==> config.mk <==
export PLATFORM = sky130hd
export DESIGN_NAME = spi_frame_ctrl_flat
export DESIGN_NICKNAME = d
export VERILOG_FILES = /design/src/rtl/spi_frame_pkg.sv /design/src/rtl/spi_frame_ctrl_if.sv /design/src/rtl/spi_frame_buf.sv /design/src/rtl/spi_frame_ctrl.sv /design/src/flat_wrapper.sv
export SDC_FILE = /design/constraint.sdc
export NUM_CORES = 1
export LEC_CHECK = 0
export ABC_AREA = 1
export CAP_MARGIN = 20
export CORE_MARGIN = 2
export CORE_UTILIZATION = 65
export CTS_BUF_LIST = sky130_fd_sc_hd__clkbuf_4
export CTS_CLUSTER_DIAMETER = 150
export DETAILED_ROUTE_END_ITERATION = 12
export PLACE_DENSITY = 0.93
export REMOVE_ABC_BUFFERS = 1
export SKIP_LAST_GASP = 1
export SLEW_MARGIN = 0
export SYNTH_ARGS = -nofsm -noshare
export SYNTH_HDL_FRONTEND = slang
export SYNTH_SLANG_ARGS = --single-unit
export TNS_END_PERCENT = 5
==> constraint.sdc <==
create_clock -name clk -period 5.95 [get_ports clk]
set_input_delay 0.595 -clock clk [delete_from_list [all_inputs] [get_ports clk]]
set_output_delay 0.595 -clock clk [all_outputs]
set_load 0.02 [all_outputs]
==> src/rtl/spi_frame_pkg.sv <==
// Shared types and constants for the SPI command-frame controller.
package spi_frame_pkg;

    typedef enum logic [2:0] {
        S_IDLE,
        S_CMD,
        S_LEN,
        S_PAYLOAD,
        S_CSUM,
        S_COMMIT
    } state_t;

    localparam logic [2:0] ERR_NONE     = 3'd0;
    localparam logic [2:0] ERR_BAD_HDR  = 3'd1;
    localparam logic [2:0] ERR_BAD_LEN  = 3'd2;
    localparam logic [2:0] ERR_BAD_CSUM = 3'd3;
    localparam logic [2:0] ERR_CS_ABORT = 3'd4;
    localparam logic [2:0] ERR_OVERRUN  = 3'd5;
    localparam logic [2:0] ERR_TIMEOUT  = 3'd6;

    // Index width for an n-entry buffer; never narrower than one bit.
    function automatic int idx_w(input int n);
        return (n > 1) ? $clog2(n) : 1;
    endfunction

    function automatic logic in_frame(input state_t s);
        return (s == S_CMD) || (s == S_LEN) || (s == S_PAYLOAD) || (s == S_CSUM);
    endfunction

endpackage

==> src/rtl/spi_frame_ctrl_if.sv <==
// Byte stream from the SPI slave plus the register-bank write port.
interface spi_frame_ctrl_if #(
    parameter int AW = 4
);
    logic          rx_valid;
    logic [7:0]    rx_byte;
    logic [7:0]    tx_data;
    logic          wr_en;
    logic [AW-1:0] wr_addr;
    logic [7:0]    wr_data;

    modport master (
        output rx_valid, rx_byte,
        input  tx_data, wr_en, wr_addr, wr_data
    );

    modport slave (
        input  rx_valid, rx_byte,
        output tx_data, wr_en, wr_addr, wr_data
    );
endinterface

==> src/rtl/spi_frame_buf.sv <==
// Payload holding buffer: synchronous write, asynchronous read.
module spi_frame_buf
    import spi_frame_pkg::*;
#(
    parameter  int MAX_LEN = 8,
    localparam int IW      = idx_w(MAX_LEN)
) (
    input  logic          clk,
    input  logic          we,
    input  logic [IW-1:0] waddr,
    input  logic [7:0]    wdata,
    input  logic [IW-1:0] raddr,
    output logic [7:0]    rdata
);
    logic [7:0] mem [MAX_LEN];

    always_ff @(posedge clk) begin
        if (we) mem[waddr] <= wdata;
    end

    assign rdata = mem[raddr];
endmodule

==> src/rtl/spi_frame_ctrl.sv <==
// Parses HDR/CMD/LEN/payload/XOR-checksum frames from the SPI slave and
// commits verified payloads to the register bank one byte per clock.
module spi_frame_ctrl
    import spi_frame_pkg::*;
#(
    parameter logic [7:0] HDR     = 8'hA5,
    parameter int         MAX_LEN = 8,
    parameter int         TIMEOUT = 4096,
    parameter int         AW      = 4
) (
    input  logic             clk,
    input  logic             rst_n,
    input  logic             cs_n,
    spi_frame_ctrl_if.slave  bus,
    output logic             frame_ok,
    output logic             frame_err,
    output logic [2:0]       err_code,
    output logic             busy
);
    localparam int IW = idx_w(MAX_LEN);
    localparam int TW = $clog2(TIMEOUT + 1);

    state_t        state, state_n;
    logic [AW-1:0] base, base_n;
    logic [7:0]    xor_acc, xor_n;
    logic [IW-1:0] last_idx, last_n, idx, idx_n;
    logic [3:0]    frame_cnt, cnt_n;
    logic [2:0]    err_n;
    logic          ferr_n, fok_n, buf_we;
    logic [7:0]    buf_rd;
    logic [TW-1:0] tmr;
    logic          cs_meta, cs_s, cs_d;
    logic          byte_ok, cs_rise, in_frm, tmo, commit;

    always_ff @(posedge clk or negedge rst_n) begin
        if (!rst_n) begin
            cs_meta <= 1'b1;
            cs_s    <= 1'b1;
            cs_d    <= 1'b1;
        end else begin
            cs_meta <= cs_n;
            cs_s    <= cs_meta;
            cs_d    <= cs_s;
        end
    end

    assign byte_ok = bus.rx_valid & ~cs_s;
    assign cs_rise = cs_s & ~cs_d;
    assign in_frm  = in_frame(state);
    assign commit  = (state == S_COMMIT);
    // Abort on the edge where the counter would reach TIMEOUT-1, so the
    // error pulse lands exactly TIMEOUT clocks after the last byte strobe.
    assign tmo     = in_frm && (tmr == TW'(TIMEOUT - 2));

    always_ff @(posedge clk or negedge rst_n) begin
        if (!rst_n)                    tmr <= '0;
        else if (!in_frm || bus.rx_valid) tmr <= '0;
        else                           tmr <= tmr + 1'b1;
    end

    always_comb begin
        state_n = state;
        base_n  = base;
        xor_n   = xor_acc;
        last_n  = last_idx;
        idx_n   = idx;
        cnt_n   = frame_cnt;
        err_n   = err_code;
        ferr_n  = 1'b0;
        fok_n   = 1'b0;
        buf_we  = 1'b0;
        if (in_frm && cs_rise) begin
            err_n   = ERR_CS_ABORT;
            ferr_n  = 1'b1;
            state_n = S_IDLE;
        end else if (tmo) begin
            err_n   = ERR_TIMEOUT;
            ferr_n  = 1'b1;
            state_n = S_IDLE;
        end else begin
            unique case (state)
                S_IDLE: if (byte_ok) begin
                    if (bus.rx_byte == HDR) begin
                        state_n = S_CMD;
                    end else begin
                        err_n  = ERR_BAD_HDR;
                        ferr_n = 1'b1;
                    end
                end
                S_CMD: if (byte_ok) begin
                    base_n  = bus.rx_byte[AW-1:0];
                    xor_n   = bus.rx_byte;
                    state_n = S_LEN;
                end
                S_LEN: if (byte_ok) begin
                    if (bus.rx_byte == 8'd0 || bus.rx_byte > 8'(MAX_LEN)) begin
                        err_n   = ERR_BAD_LEN;
                        ferr_n  = 1'b1;
                        state_n = S_IDLE;
                    end else begin
                        last_n  = IW'(bus.rx_byte - 8'd1);
                        xor_n   = xor_acc ^ bus.rx_byte;
                        idx_n   = '0;
                        state_n = S_PAYLOAD;
                    end
                end
                S_PAYLOAD: if (byte_ok) begin
                    buf_we = 1'b1;
                    xor_n  = xor_acc ^ bus.rx_byte;
                    if (idx == last_idx) state_n = S_CSUM;
                    else                 idx_n   = idx + 1'b1;
                end
                S_CSUM: if (byte_ok) begin
                    if (bus.rx_byte == xor_acc) begin
                        idx_n   = '0;
                        state_n = S_COMMIT;
                    end else begin
                        err_n   = ERR_BAD_CSUM;
                        ferr_n  = 1'b1;
                        state_n = S_IDLE;
                    end
                end
                S_COMMIT: begin
                    if (byte_ok) begin
                        err_n  = ERR_OVERRUN;
                        ferr_n = 1'b1;
                    end
                    if (idx == last_idx) begin
                        fok_n   = 1'b1;
                        cnt_n   = frame_cnt + 4'd1;
                        state_n = S_IDLE;
                    end else begin
                        idx_n = idx + 1'b1;
                    end
                end
                default: state_n = S_IDLE;
            endcase
        end
    end

    always_ff @(posedge clk or negedge rst_n) begin
        if (!rst_n) begin
            state       <= S_IDLE;
            base        <= '0;
            xor_acc     <= '0;
            last_idx    <= '0;
            idx         <= '0;
            frame_cnt   <= '0;
            err_code    <= ERR_NONE;
            frame_err   <= 1'b0;
            frame_ok    <= 1'b0;
            bus.tx_data <= '0;
        end else begin
            state       <= state_n;
            base        <= base_n;
            xor_acc     <= xor_n;
            last_idx    <= last_n;
            idx         <= idx_n;
            frame_cnt   <= cnt_n;
            err_code    <= err_n;
            frame_err   <= ferr_n;
            frame_ok    <= fok_n;
            bus.tx_data <= {frame_cnt, err_code, busy};
        end
    end

    spi_frame_buf #(
        .MAX_LEN(MAX_LEN)
    ) u_buf (
        .clk  (clk),
        .we   (buf_we),
        .waddr(idx),
        .wdata(bus.rx_byte),
        .raddr(idx),
        .rdata(buf_rd)
    );

    assign busy        = (state != S_IDLE);
    assign bus.wr_en   = commit;
    assign bus.wr_addr = commit ? base + AW'(idx) : '0;
    assign bus.wr_data = commit ? buf_rd : '0;
endmodule

==> src/flat_wrapper.sv <==
// flat-port wrapper written by rule: the top's interface ports become plain ports
module spi_frame_ctrl_flat import spi_frame_pkg::*;
#(
    parameter logic [7:0] HDR     = 8'hA5,
    parameter int         MAX_LEN = 8,
    parameter int         TIMEOUT = 4096,
    parameter int         AW      = 4
)
  (clk, rst_n, cs_n, frame_ok, frame_err, err_code, busy, bus_rx_valid, bus_rx_byte, bus_tx_data, bus_wr_en, bus_wr_addr, bus_wr_data);
  spi_frame_ctrl_if #(.AW(AW)) bus_i ();
  input  logic clk;
  input  logic rst_n;
  input  logic cs_n;
  output logic frame_ok;
  output logic frame_err;
  output logic [2:0] err_code;
  output logic busy;
  input wire logic [$bits(bus_i.rx_valid)-1:0] bus_rx_valid;
  input wire logic [$bits(bus_i.rx_byte)-1:0] bus_rx_byte;
  output wire logic [$bits(bus_i.tx_data)-1:0] bus_tx_data;
  output wire logic [$bits(bus_i.wr_en)-1:0] bus_wr_en;
  output wire logic [$bits(bus_i.wr_addr)-1:0] bus_wr_addr;
  output wire logic [$bits(bus_i.wr_data)-1:0] bus_wr_data;
  assign bus_i.rx_valid = bus_rx_valid;
  assign bus_i.rx_byte = bus_rx_byte;
  assign bus_tx_data = bus_i.tx_data;
  assign bus_wr_en = bus_i.wr_en;
  assign bus_wr_addr = bus_i.wr_addr;
  assign bus_wr_data = bus_i.wr_data;
  spi_frame_ctrl #(.HDR(HDR), .MAX_LEN(MAX_LEN), .TIMEOUT(TIMEOUT), .AW(AW)) u_core (.clk(clk), .rst_n(rst_n), .cs_n(cs_n), .bus(bus_i), .frame_ok(frame_ok), .frame_err(frame_err), .err_code(err_code), .busy(busy));
endmodule
== Yosys cells after proc, flatten, opt, wreduce, memory -nomap -nowiden ==
Memories as Yosys holds them, arrays and structs flattened.
Index checks and enable logic that the tools add are counted.
W data, S select, Z words.

* Latch bits: 0
* Memory bits (writable): 64
* Output and inout bits: 27
* Word-level logic and storage cells: 134
* Memory bits (read-only): 0
* Bits in registers: 54
* Memories kept: 1

* Shifts and indexed selects: 0
* Divide/modulo/power cells: 0
* Equality and inequality tests: 27
* Add/sub/neg operators: 5
* $mul: 0
* Bitwise gates (word level): 8
* Muxes and demuxes: 57
* Order comparisons: 1
* Reduce and logical (&&, ||, !) cells: 21

{| class="wikitable"
|+ Memories
! memory !! words !! bits a word !! read ports !! clocked after Yosys merged registers in !! wr ports !! line !! source
|-
| u_core.u_buf.mem || 8 || 8 || 1 || 0 || 1 || spi_frame_buf.sv:15 || <nowiki>logic [7:0] mem [MAX_LEN];</nowiki>
|}

{| class="wikitable"
|+ Operators with widths
! operator !! number
|-
| $mux W3 || 26
|-
| $mux W8 || 5
|-
| $ne A4 B2 Y1 const B || 6
|-
| $pmux W3 S4 || 2
|-
| $pmux W8 S3 || 1
|-
| $reduce_and A8 Y1 || 3
|-
| $mux W1 || 18
|-
| $pmux W3 S6 || 1
|-
| $ne A4 B3 Y1 const B || 4
|-
| $add A13 B1 Y13 const B || 1
|-
| $eq A13 B12 Y1 const B || 1
|-
| $mux W13 || 1
|-
| $eq A8 B8 Y1 || 1
|-
| $eq A8 B8 Y1 const B || 1
|-
| $gt A8 B4 Y1 const B || 1
|-
| $logic_not A8 Y1 || 1
|-
| $ne A2 B1 Y1 const B || 4
|-
| $ne A4 B1 Y1 const B || 2
|-
| $reduce_and A4 Y1 || 2
|-
| $xor A8 B8 Y8 || 1
|-
| $reduce_and A7 Y1 || 1
|-
| $eq A3 B2 Y1 const B || 2
|-
| $eq A3 B3 Y1 const B || 2
|-
| $reduce_bool A3 Y1 || 2
|-
| 19 further kinds || 30
|}

== Longest topological paths before layout ==
Gate-level depths: netlist of the first run.

* Depth after elaboration: 9
* Depth in mapped cells: 12
* Gate-level depth less buffers: 12

== Cells and area by module ==
A second synthesis of the first run with hierarchy kept.

* Cell total of the unflattened synthesis: 703
* Area total of the unflattened synthesis: 5973.2 um2

{| class="wikitable"
|+ Modules (own cells, without submodules)
! module !! area each (um2) !! cells each !! instances !! seq. area each (um2)
|-
| spi_frame_ctrl || 3083.0 || 408 || 1 || 1355.0
|-
| spi_frame_buf || 2890.3 || 295 || 1 || 1921.8
|}

== Least setup slack after synthesis of the first run ==
No wires, ideal clock.

* Kind: input -> register
* Start: in bus_rx_valid
* End: mem u_core.u_buf.mem[0][0], enable pin
* Stages: 4
* Arrival time: 1886 ps
* Path buffers: 0
* Setup slack: 3669 ps
* Path through: nand2_1 -> inv_1 -> nand3_1 -> nor4_1

* Cells in the longest elaborated chain, start to end: 7

{| class="wikitable"
|+ RTL lines
! element !! line !! source
|-
| from (decl) || flat_wrapper.sv:18 || <nowiki>input wire logic [$bits(bus_i.rx_valid)-1:0] bus_rx_valid;</nowiki>
|-
| $and A1 B1 Y1 || spi_frame_ctrl.sv:47 || <nowiki>assign byte_ok = bus.rx_valid & ~cs_s;</nowiki>
|-
| $mux W1 || spi_frame_ctrl.sv:107 || <nowiki>S_PAYLOAD: if (byte_ok) begin</nowiki>
|-
| $mux W1 || spi_frame_ctrl.sv:81 || <nowiki>unique case (state)</nowiki>
|-
| $mux W1 || spi_frame_ctrl.sv:76 || <nowiki>end else if (tmo) begin</nowiki>
|-
| $mux W1 || spi_frame_ctrl.sv:72 || <nowiki>if (in_frm && cs_rise) begin</nowiki>
|-
| $mux W1 || spi_frame_buf.sv:18 || <nowiki>if (we) mem[waddr] <= wdata;</nowiki>
|-
| $mux W1 (implied by the code) || spi_frame_buf.sv:18 ||
|-
| to (decl) || spi_frame_buf.sv:15 ||
|}

No other way between the ends.

== Final worst setup path of the first run ==
* Start: reg u_core.idx[1]
* End: out bus_wr_data[4]

* Cells in the longest elaborated chain, start to end: 2

{| class="wikitable"
|+ RTL lines
! element !! line !! source
|-
| from (decl) || spi_frame_ctrl.sv:26 || <nowiki>logic [IW-1:0] last_idx, last_n, idx, idx_n;</nowiki>
|-
| from (signal assigned) || spi_frame_ctrl.sv:158 || <nowiki>idx <= idx_n;</nowiki>
|-
| $mem_v2 Z8 W8 || -- ||
|-
| $mux W8 || spi_frame_ctrl.sv:181 || <nowiki>assign bus.wr_data = commit ? buf_rd : '0;</nowiki>
|-
| to (decl) || flat_wrapper.sv:23 || <nowiki>output wire logic [$bits(bus_i.wr_data)-1:0] bus_wr_data;</nowiki>
|}

No other way between the ends.

==> results of run 1 <==
## synthesized netlist by cell type (3+ instances only)
library cell / count
xnor2_1: 11
o21ai_0: 25
nor2_2: 7
nor3_1: 6
a41oi_1: 5
o21ai_2: 8
inv_2: 5
edfxtp_1: 64
dfstp_2: 3
nand4_1: 5
o21ai_1: 4
a22oi_1: 4
nor4_1: 4
inv_1: 54
dfrtp_1: 51
clkbuf_1: 6
nand2_1: 151
o2111ai_1: 3
nor2_1: 45
o21a_1: 3
ha_1: 12
a21oi_1: 22
nand3_1: 38
## cell type report
class                   instances  area (um^2)  area share
clock buffers                  19          143      0.0229
clock inverters                13          110      0.0177
inverters                      60          228      0.0366
multi-input cells             369         1920       0.308
flip-flops and latches        118         3280       0.527
well taps                     105          131      0.0211
repair buffers                 43          413      0.0664
## per-stage QoR
stage | instances | hold slack [ps] | cell area [um^2] | worst slack [ps]
final | 727 | 168 | 6220 | 1910
after global routing | 727 | 227 | 6220 | 1670
after detailed placement | 695 | 352 | 5970 | 2490
after CTS | 727 | 170 | 6220 | 1890
after floorplan | 547 | 299 | 5420 | 3490
after global placement | 695 | 347 | 5970 | 2720
## kinds of logic (layout without fill, tap and decap cells)
group,count (synthesis),count (layout)
buf+inv,71,135
flops,118,118
xor+xnor,13,13
simple gates,264,264
compound gates,78,78
mux,1,1
fa+ha+maj,13,13
## metal layers
layer,GRT usage,share of wire
met5,0,0
met4,0.188,0.043
met3,0.0736,0.076
met2,0.520,0.52
met1,0.339,0.36
## final timing paths
check	endpoint	slack [ps]	cells past startpoint
worst max register to register	u_core.u_buf.mem[2][2]$_DFFE_PP_	3300	3
worst min-delay path	u_core.bus.tx_data[7]$_DFF_PN0_	170	2
min in group clk	u_core.cs_s$_DFF_PN1_	360	0
worst max-delay path	bus_wr_data[4]	1910	5
worst min register to register	u_core.cs_s$_DFF_PN1_	360	0
max in group asynchronous	u_core.tmr[6]$_DFF_PN0_	5320	2
## power breakdown
| part | leakage, nW | internal, mW | switching [mW] |
|---|---|---|---|
| logic | 1.21 | 0.256 | 0.469 |
| clock network | 0.122 | 0.213 | 0.309 |
| registers | 1.28 | 0.955 | 0.0937 |
## cells in the final DEF, fill, tap and decap left out, types with 11 or more instances in the layout
cell type | netlist | routed
edfxtp_1 | 64 | 64
nand3_1 | 38 | 38
ha_1 | 12 | 12
xnor2_1 | 11 | 11
clkdlybuf4s50_1 | 0 | 37
a21oi_1 | 22 | 22
clkbuf_4 | 0 | 19
nand2_1 | 151 | 151
o21ai_0 | 25 | 25
dfrtp_1 | 51 | 51
nor2_1 | 45 | 45
inv_1 | 54 | 54
## sequential cells by signal (all words and copies together) (netlist names), 3 cells and up
signal / flops
u_core.tmr: 13
u_core.xor_acc: 8
u_core.idx: 3
u_core.frame_cnt: 4
u_core.err_code: 3
u_core.base: 4
u_core.state: 3
u_core.u_buf.mem: 64
u_core.bus.tx_data: 8
u_core.last_idx: 3
==> results.sh, run 1 <==
export IMPL_status="finished, final reports clean"
export IMPL_post_cts_buffers=0
export IMPL_cp_top_family="simple AND/OR/NAND/NOR gates"
export IMPL_synthDistinctLibCells=39
export IMPL_synth_edf_count=64
export IMPL_totalWireLength_mm=12.8
export IMPL_grt_pass1_wl_mm=20.3
export IMPL_cts_buffer_depth=2
export IMPL_setup_violations_final=0
export IMPL_cts_made_buffers=17
export IMPL_ctsHoldBuffers=0
export IMPL_cp_arrival_ps=3450
export IMPL_synthTopCellsByArea="edfxtp_1 (35%), dfrtp_1 (23%), nand2_1 (10%)"
export IMPL_hold_class="input port to async pin"
export IMPL_max_freq_mhz=247
export IMPL_cellLeakagePower_nw=2.62
export IMPL_slew_headroom=0.321
export IMPL_required_ps=5360
export IMPL_finClkSkew_ps=17.0
export IMPL_cts_root_buf="clkbuf_4"
export IMPL_grt_remaining_overflow=0
export IMPL_synth_simple_gate_area_frac=0.206
export IMPL_cts_resized=0
export IMPL_pin_count=39
export IMPL_fp_row_count=33
export IMPL_worstSetupEndpointType="output port"
export IMPL_cp_slowest_cell="nor3_1"
export IMPL_antenna_found_initial=0
export IMPL_yosysSeqAreaShare=0.598
export IMPL_irDropWorstVdd_v=0.000330
export IMPL_place_gp_congestion=0.989
export IMPL_rsz0062_at_grt="no"
export IMPL_finalMaxSlewViolations=0
export IMPL_synth_seq_cells=118
export IMPL_synthArstFlopShare=0.458
export IMPL_synth_fa_ha_area_frac=0.0310
export IMPL_synth_area_um2=5480
export IMPL_synth_ff_type="edfxtp_1"
export IMPL_route_detailed_drc=0
export IMPL_crit_path_start="u_core.idx[1]$_DFFE_PN0P_"
export IMPL_final_layout_size_suffix_gt1_frac=0.109
export IMPL_initial_utilization=0.667
export IMPL_n_antenna_cell=0
export IMPL_tightest_slew_ps=1010
export IMPL_die_y_um=95.9
export IMPL_fin_nets=634
export IMPL_hpwl_mm=8.92
export IMPL_hold_viol=0
export IMPL_core_um2=8220
export IMPL_yosys_warnings=0
export IMPL_drtIter0Drc=454
export IMPL_utilization=0.757
export IMPL_cts_max_level=4
export IMPL_post_drt_wl_per_cell_um=17.7
export IMPL_path_max_fanout=16
export IMPL_dr_pass1_iters=6
export IMPL_viasPerCell=5.97
export IMPL_grt_pass1_vias=4343
export IMPL_timing_rr_start="u_core.idx[0]$_DFFE_PN0P_"
export IMPL_synth_mux_area_frac=0.00205
export IMPL_tns_ps=0
export IMPL_min_period_over_period=0.679
export IMPL_fill_cells=498
export IMPL_worstSetupStartpointType="flip-flop"
export IMPL_die_area_um2=9190
export IMPL_yosysTopAreaCell="edfxtp_1"
export IMPL_grt_start_max_net_pins=55
export IMPL_port_buffers=38
export IMPL_max_stage_delay_ps=860
export IMPL_max_cap_violations=0
export IMPL_insertion_delay_ps=530
export IMPL_area_growth_pct=13.4
export IMPL_ant_nets=0
export IMPL_cts_sinks=118
export IMPL_period_needed_ps=4040
export IMPL_synth_avg_cell_area_um2=9.83
export IMPL_crit_chain="inv_1, nor3_1, nand2_1, a41oi_1, clkdlybuf4s50_1"
export IMPL_cts_clk_slew_worst_paths_ps=110
export IMPL_worst_path_buf_inv=2
export IMPL_synth_compound_area_frac=0.0894
export IMPL_synth_xor_area_share=0.0208
export IMPL_synth_top_area_share=0.350
export IMPL_power_mw=2.29
export IMPL_synth_top_family_by_area="simple AND/OR/NAND/NOR gates"
export IMPL_vias=4337
export IMPL_postSynthCellCount=558
export IMPL_die_x_um=95.9
export IMPL_cts_tree="done"
export IMPL_grtUsageTotal=0.303
export IMPL_critical_path_class="flip-flop to output port"
export IMPL_p_per_area_nw_per_um2=369
Note: power is estimated with default switching activity, not from simulation.
==> run 2, diff against run 1 <==
--- a/config.mk
+++ b/config.mk
@@ -8,11 +8,11 @@
 export ABC_AREA = 1
 export CAP_MARGIN = 20
 export CORE_MARGIN = 2
-export CORE_UTILIZATION = 65
+export CORE_UTILIZATION = 61
 export CTS_BUF_LIST = sky130_fd_sc_hd__clkbuf_4
 export CTS_CLUSTER_DIAMETER = 150
 export DETAILED_ROUTE_END_ITERATION = 12
-export PLACE_DENSITY = 0.93
+export PLACE_DENSITY = 0.88
 export REMOVE_ABC_BUFFERS = 1
 export SKIP_LAST_GASP = 1
 export SLEW_MARGIN = 0
==> constraint.sdc (replaced) <==
create_clock -name clk -period 3.9 [get_ports clk]
set_input_delay 0.39 -clock clk [delete_from_list [all_inputs] [get_ports clk]]
set_output_delay 0.39 -clock clk [all_outputs]
set_load 0.02 [all_outputs]
==> results.sh, run 2 (synthesis gave the netlist of run 1 again) <==
export IMPL_ant_nets=0
export IMPL_setup_violations_final=0
export IMPL_irDropWorstVdd_v=0.000465
export IMPL_cts_resized=0
export IMPL_final_layout_size_suffix_gt1_frac=0.117
export IMPL_cts_sinks=118
export IMPL_cts_clk_slew_worst_paths_ps=110
export IMPL_viasPerCell=5.68
export IMPL_min_period_over_period=0.865
export IMPL_status="finished, final reports clean"
export IMPL_hold_start="cs_n"
export IMPL_hold_class="input port to flip-flop"
export IMPL_max_freq_mhz=296
export IMPL_dr_pass1_iters=5
export IMPL_initial_utilization=0.629
export IMPL_tightest_slew_ps=856
export IMPL_rsz0062_at_grt="no"
export IMPL_slew_headroom=0.427
export IMPL_cts_made_buffers=17
export IMPL_finClkSkew_ps=17.4
export IMPL_hpwl_mm=8.30
export IMPL_reg_largest_list="u_core.u_buf.mem: 64 flops, u_core.tmr: 13 flops"
export IMPL_pin_count=39
export IMPL_fin_nets=638
export IMPL_r2r_end="u_core.u_buf.mem[2][1]$_DFFE_PP_"
export IMPL_whs_ps=305
export IMPL_final_cell_mix="nand2_1 (151), edfxtp_1 (64), inv_1 (54), dfrtp_1 (51), nor2_1 (45)"
export IMPL_critical_path_class="flip-flop to output port"
export IMPL_antenna_found_initial=0
export IMPL_grtUsageTotal=0.258
export IMPL_drtIter0Drc=287
export IMPL_cellLeakagePower_nw=2.64
export IMPL_utilization=0.715
export IMPL_crit_path_start="u_core.idx[1]$_DFFE_PN0P_"
export IMPL_grt_pass1_vias=4170
export IMPL_cp_arrival_ps=2990
export IMPL_timing_rr_start="u_core.state[2]$_DFFE_PN0P_"
export IMPL_path_max_fanout=16
export IMPL_period_needed_ps=3380
export IMPL_required_ps=3510
export IMPL_post_drt_wl_per_cell_um=16.3
export IMPL_worst_r2r_path_depth=5
export IMPL_whs_path_depth=1
export IMPL_worstSetupEndpointType="output port"
export IMPL_dpl_cell_area_um2=5990
export IMPL_worstSetupStartpointType="flip-flop"
export IMPL_tns_ps=0
export IMPL_largest_reg_flops=64
export IMPL_n_antenna_cell=0
export IMPL_grt_pass1_wl_mm=19.4
export IMPL_insertion_delay_ps=510
export IMPL_die_y_um=98.8
export IMPL_place_gp_congestion=0.928
export IMPL_cts_tree="done"
export IMPL_area_growth_pct=13.7
export IMPL_route_detailed_drc=0
export IMPL_core_um2=8720
export IMPL_fin_area_um2=6240
export IMPL_cts_buffer_depth=2
export IMPL_max_cap_violations=0
export IMPL_die_x_um=98.8
export IMPL_cts_root_buf="clkbuf_4"
export IMPL_rrSetupSlack_ps=1530
export IMPL_hold_viol=0
export IMPL_vias=4167
export IMPL_die_area_um2=9760
export IMPL_totalWireLength_mm=12.0
export IMPL_final_common_cell="nand2_1"
export IMPL_port_buffers=38
export IMPL_min_to="u_core.cs_meta$_DFF_PN1_"
export IMPL_p_per_area_nw_per_um2=549
export IMPL_fp_row_count=34
export IMPL_finalMaxSlewViolations=0
export IMPL_cts_max_level=4
export IMPL_grt_remaining_overflow=0
export IMPL_grt_start_max_net_pins=55
export IMPL_top_register="u_core.u_buf.mem"
==> run 2: worst max-delay path by stage <==
stage	slack (ps)	cells after the start	to
CTS	500	6	bus_wr_data[5]
floorplan	1570	2	u_core.u_buf.mem[1][0]$_DFFE_PP_
finish	520	6	bus_wr_data[5]
global route	330	6	bus_wr_data[5]
detailed placement	1090	6	bus_wr_data[5]
global placement	1240	6	bus_wr_data[3]
==> run 2: area by class of cell <==
type / instances / area [um^2]
clock buffer: 17 / 128
tap: 108 / 135
timing repair buffer: 47 / 445
clock inverter: 15 / 108
sequential: 118 / 3280
fill: 622 / 2480
inverter: 60 / 228
multi-input combinational: 369 / 1920
==> run 2: stage by stage <==
stage	worst slack (ps)	cells	power (mW)
final	525	734	3.43
after floorplan	1570	547	2.33
after CTS	501	734	3.43
after global placement	1240	701	2.63
after detailed placement	1090	701	2.68
after global routing	334	734	3.62
==> run 2: power breakdown <==
| part | switching, mW | internal, mW |
|---|---|---|
| Clock | 0.496 | 0.253 |
| Combinational | 0.706 | 0.394 |
| Sequential | 0.118 | 1.46 |
==> run 2: timing repair <==
item / CTS / global route
hold endpoints to repair: 3 / 0
buffers inserted: 0 / 0
hold buffers: 1 / 0
setup endpoints to repair: 0 / 0
==> run 2: layer usage <==
metal | global-route usage | routed length [um] | vias up | share of wire
met1 | 0.322 | 4800 | 1956 | 0.40
met5 | 0 | 0 | - | 0
met3 | 0.0631 | 878 | 38 | 0.073
met4 | 0.133 | 401 | 0 | 0.034
li1 | - | - | 1979 | -
met2 | 0.420 | 5880 | 194 | 0.49
==> run 2: critical path, cell delays in order, from the launching register on <==
cell,delay (ps)
dfrtp_1,600
nor2_1,670
nand3_1,160
o21ai_0,150
nor2_1,80
a41oi_1,180
clkdlybuf4s50_1,650
